**src/rtl/mmio_master.sv**
```systemverilog
// Single-outstanding MMIO bus master: accepts one load/store, drives a registered
// strobe until the responder completes or the timeout expires, then holds the response.
module mmio_master #(
   parameter int unsigned TIMEOUT_CYCLES = 255
) (
   input  logic        sys_clk,
   input  logic        rst_n,
   input  logic        req_valid,
   input  logic        req_write,
   input  logic [31:0] req_addr,
   input  logic [31:0] req_wdata,
   output logic        req_ready,
   output logic        resp_valid,
   input  logic        resp_ready,
   output logic [31:0] resp_rdata,
   output logic        resp_err,
   output logic        resp_misalign,
   output logic        mmio_read,
   output logic        mmio_write,
   output logic [31:0] mmio_addr,
   output logic [31:0] mmio_write_data,
   input  logic        mmio_done,
   input  logic [31:0] mmio_read_data,
   output logic        busy
);

   localparam logic [1:0] IDLE   = 2'd0;
   localparam logic [1:0] ACCESS = 2'd1;
   localparam logic [1:0] RESP   = 2'd2;

   localparam logic [15:0] CNT_LAST = 16'(TIMEOUT_CYCLES - 1);

   logic [1:0]  state_q, state_d;
   logic        rd_q, rd_d;
   logic        wr_q, wr_d;
   logic [31:0] addr_q, addr_d;
   logic [31:0] wdata_q, wdata_d;
   logic [15:0] cnt_q, cnt_d;
   logic [31:0] rdata_q, rdata_d;
   logic        err_q, err_d;
   logic        mis_q, mis_d;

   always_comb begin
      state_d = state_q;
      rd_d    = rd_q;
      wr_d    = wr_q;
      addr_d  = addr_q;
      wdata_d = wdata_q;
      cnt_d   = cnt_q;
      rdata_d = rdata_q;
      err_d   = err_q;
      mis_d   = mis_q;
      case (state_q)
         IDLE: begin
            if (req_valid) begin
               if (req_addr[1:0] == 2'b00) begin
                  addr_d  = req_addr;
                  wdata_d = req_wdata;
                  rd_d    = ~req_write;
                  wr_d    = req_write;
                  cnt_d   = 16'd0;
                  state_d = ACCESS;
               end else begin
                  rdata_d = 32'd0;
                  err_d   = 1'b1;
                  mis_d   = 1'b1;
                  state_d = RESP;
               end
            end
         end
         ACCESS: begin
            // done beats a simultaneous timeout
            if (mmio_done) begin
               rdata_d = rd_q ? mmio_read_data : 32'd0;
               err_d   = 1'b0;
               mis_d   = 1'b0;
               rd_d    = 1'b0;
               wr_d    = 1'b0;
               state_d = RESP;
            end else if (cnt_q == CNT_LAST) begin
               rdata_d = 32'd0;
               err_d   = 1'b1;
               mis_d   = 1'b0;
               rd_d    = 1'b0;
               wr_d    = 1'b0;
               state_d = RESP;
            end else if (cnt_q != 16'hFFFF) begin
               cnt_d = cnt_q + 16'd1;
            end
         end
         RESP: begin
            if (resp_ready) state_d = IDLE;
         end
         default: begin
            rd_d    = 1'b0;
            wr_d    = 1'b0;
            state_d = IDLE;
         end
      endcase
   end

   always_ff @(posedge sys_clk) begin
      if (!rst_n) begin
         state_q <= IDLE;
         rd_q    <= 1'b0;
         wr_q    <= 1'b0;
         addr_q  <= 32'd0;
         wdata_q <= 32'd0;
         cnt_q   <= 16'd0;
         rdata_q <= 32'd0;
         err_q   <= 1'b0;
         mis_q   <= 1'b0;
      end else begin
         state_q <= state_d;
         rd_q    <= rd_d;
         wr_q    <= wr_d;
         addr_q  <= addr_d;
         wdata_q <= wdata_d;
         cnt_q   <= cnt_d;
         rdata_q <= rdata_d;
         err_q   <= err_d;
         mis_q   <= mis_d;
      end
   end

   assign req_ready       = (state_q == IDLE);
   assign resp_valid      = (state_q == RESP);
   assign busy            = (state_q != IDLE);
   assign mmio_read       = rd_q;
   assign mmio_write      = wr_q;
   assign mmio_addr       = addr_q;
   assign mmio_write_data = wdata_q;
   assign resp_rdata      = rdata_q;
   assign resp_err        = err_q;
   assign resp_misalign   = mis_q;

endmodule
```
**config.mk**
```make
export PLATFORM = sky130hd
export DESIGN_NAME = mmio_master
export DESIGN_NICKNAME = d
export VERILOG_FILES = /design/src/rtl/mmio_master.sv
export SDC_FILE = /design/constraint.sdc
export NUM_CORES = 1
export LEC_CHECK = 0
export CORE_ASPECT_RATIO = 1.2
export CORE_MARGIN = 2
export CORE_UTILIZATION = 38
export DETAILED_ROUTE_END_ITERATION = 10
export PLACE_DENSITY_LB_ADDON = 0.2
export SLEW_MARGIN = 10
export SYNTH_ARGS = -nofsm -noshare
export SYNTH_HDL_FRONTEND = slang
export SYNTH_SLANG_ARGS = --single-unit
```
**constraint.sdc**
```tcl
create_clock -name sys_clk -period 2.04 [get_ports sys_clk]
set_clock_uncertainty 0.15 [all_clocks]
set_input_delay 0.408 -clock sys_clk [delete_from_list [all_inputs] [get_ports sys_clk]]
set_output_delay 0.408 -clock sys_clk [all_outputs]
set_load 0.02 [all_outputs]
```
==> results.cfg <==
[placement]
gp_congestion = 0.8812
place.port_buffers = 204
dpl.hpwl_um = 9803
postPlaceCellArea_sq_um = 7279

[worst_hold_path]
hold_end = cnt_q[11]
min_from = rst_n
min_path_type = in -> reg
whs_path_depth = 2

[critical_path]
rrSetupSlack_ns = 0.01
cp_num_buf_inv = 3
r2r_cells = 8
cp_top_family = simple AND/OR/NAND/NOR gates
crit_slowest_cell = or4_4
crit-reg2reg-capture = cnt_q[4]
setup.worst_path.class = reg -> reg
path_common_cell = buf_6
slowest_delay_ns = 0.56
crit_fanout = 5
cp_cell_sequence = or4_4 -> nor4_4 -> buf_4 -> buf_6 -> nand3b_4 -> buf_6 -> o211ai_1 -> o31ai_2
cp.required_ns = 2.20
start_kind = flip-flop
crit_arrival_ns = 2.19
rr_startpoint = cnt_q[13]
crit_path_end_kind = flip-flop

[timing]
timing.final.crit_share = 0.9937
timing.hold.ws_ns = 0.1926
slew_headroom = 0.6951
max_freq_mhz = 493.3
finalSetupTns_ns = 0
setup_violations = 0
final_max_slew_viol_count = 0
min_period_ns = 2.027
grt_setup_unrepaired = yes
hold_viol = 0
tightest_slew_ns = 0.4573

[die]
row_count = 44
initial_core_util = 0.3927
io_pins = 205
die_y_um = 127.1
coreArea_sq_um = 12220
fp.dieArea_sq_um = 13550
die_x_um = 106.6

[cells_and_area]
antennaDiodeCount = 0
syn_to_final_growth_pct = 67.47
final_cell_mix = 199 x clkdlybuf4s50_1, 141 x nand2_1, 113 x dfxtp_1
layout_commonest_cell = clkdlybuf4s50_1
finalInstanceArea_sq_um = 8038
final_layout_size_suffix_gt1_frac = 0.1675
nets = 873

[global_routing]
grt_pass1_vias = 4706
grt_pass1_wl_um = 22600
grt_util_all_layers = 0.2074
grt-ovfl-total = 0
antenna_found_initial = 0
grt_start_max_net_pins = 57

[routing]
drt_first_pass_iters = 7
avgViaCountPerCell = 4.943
drt_iter0_markers = 198
drc = 0
antenna_left = 0
num_vias = 4661
wl_per_cell_um = 14.94
drt_wl_total_um = 14090

[yosys]
async_reset_ff_frac = 0
yosysSeqAreaShare = 0.4922
synth-edff-count = 0
synth_warnings = 0
syn_avg_cell_area_sq_um = 9.022
synth.distinct_cells = 54
netlist_area_sq_um = 4800
synth_area_leader_cell = dfxtp_1
synth.area.top_cells = dfxtp_1 49%, nand2_1 11%, a21boi_0 9.7%
synth_cells = 532
syn_nets = 636
yosys.area.top_type_share = 0.4922
synth_ff_type = dfxtp_1
ys_ff_latch = 118

[clock_network]
cts_root_buf = clkbuf_16
cts-buffers-inserted = 17
cts_htree_levels = 4
insertion_delay_ns = 0.40
cts.sinks = 118
postCtsHoldBufs = 0
clk_path_buf_depth = 2
clk_pin_slew_ns = 0.05
tritoncts = built

[job]
cap_violations = 0

[power]
irDropWorstVdd_mv = 0.4827
p_per_area_nw_per_um2 = 742.7
power.leakage_uw = 0.002831

[run_status]
status = finished clean
[per-stage QoR]
stage	instances	utilization	total power (uW)	setup slack, ns
2_1_floorplan	532	-	2690	0.01608
3_3_place_gp	907	0.5956	3075	-0.3327
3_5_place_dp	907	0.5956	3085	-0.3560
4_1_cts	942	0.6500	6012	-0.03676
5_1_grt	943	0.6577	6201	-0.04770
6_report	943	0.6577	5970	0.01292
[registers in the layout, indices dropped and copies added, names as in the netlist, 2 cells and up]
name	cells
cnt_q	16
mmio_addr	32
resp_rdata	32
state_q	2
mmio_write_data	32
[cell families (layout without fill, tap and decap cells)]
logic type                 count (synthesis)  after routing  synth area share
buffers and inverters                     45            295           0.04119
DFF                                      118            118            0.4922
adders and majority gates                  2              2          0.005213
and+or+nand+nor                          231            231            0.2323
AOI/OAI and AO/OA                        131            131            0.2187
muxes                                      5              5           0.01043
[how the worst max path moves through the flow]
stage                      startpoint         end  slack [ns]  depth (start not counted)
after floorplan              cnt_q[0]    cnt_q[8]        0.02                          6
after global placement    req_addr[0]    cnt_q[8]       -0.33                          7
after detailed placement  req_addr[0]    cnt_q[4]       -0.36                          7
after CTS                   cnt_q[12]  mmio_write       -0.04                          7
after global routing        cnt_q[13]    cnt_q[4]       -0.05                          8
final                       cnt_q[13]    cnt_q[4]        0.01                          8
[where the power goes]
group | switching (uW) | leakage [uW] | internal, uW
Combinational | 296 | 0.00159 | 371
Clock | 1040 | 0.000284 | 1870
Sequential | 30.5 | 0.000957 | 2360
Total | 1370 | 0.00283 | 4600
[cell usage after synthesis (5+ instances only)]
cell and number:
a21boi_0 62, a22oi_1 22, a22oi_2 10, buf_2 5, clkbuf_1 29, dfxtp_1 118, inv_1 8, mux2i_1 5
nand2_1 142, nand2b_1 5, nand3_1 7, nand4_1 6, nor2_1 10, nor2b_1 34, o21ai_0 5
[worst register-to-register path: stages (launching register included)]
cell      delay, ns
dfxtp_2        0.32
or4_4          0.56
nor4_4         0.14
buf_4          0.18
buf_6          0.12
nand3b_4       0.16
buf_6          0.12
o211ai_1       0.11
o31ai_2        0.09
[per-layer routing]
metal	vias to the layer above	part of all wire	track usage
met5	-	0	0
met4	0	0.017	0.08021
met1	2151	0.42	0.2408
met2	185	0.48	0.3372
li1	2310	-	-
met3	15	0.092	0.09031
[final cells by class]
cell class                      count  area [sq um]
Clock buffer                       23         508.0
Clock inverter                      9         91.34
Fill cell                        1033          4184
Inverter                            8         30.03
Multi-Input combinational cell    369          2352
Sequential cell                   118          2369
Tap cell                          161         201.4
Timing Repair Buffer              255          2486
[what timing repair did]
item                                    in CTS  in global routing
cloned                                       0                  1
setup buffers                                4                  1
pin swaps                                    8                  9
endpoints found under the setup margin      21                 52
resized for setup                           17                 19
Note: power is estimated with default switching activity, not from simulation.
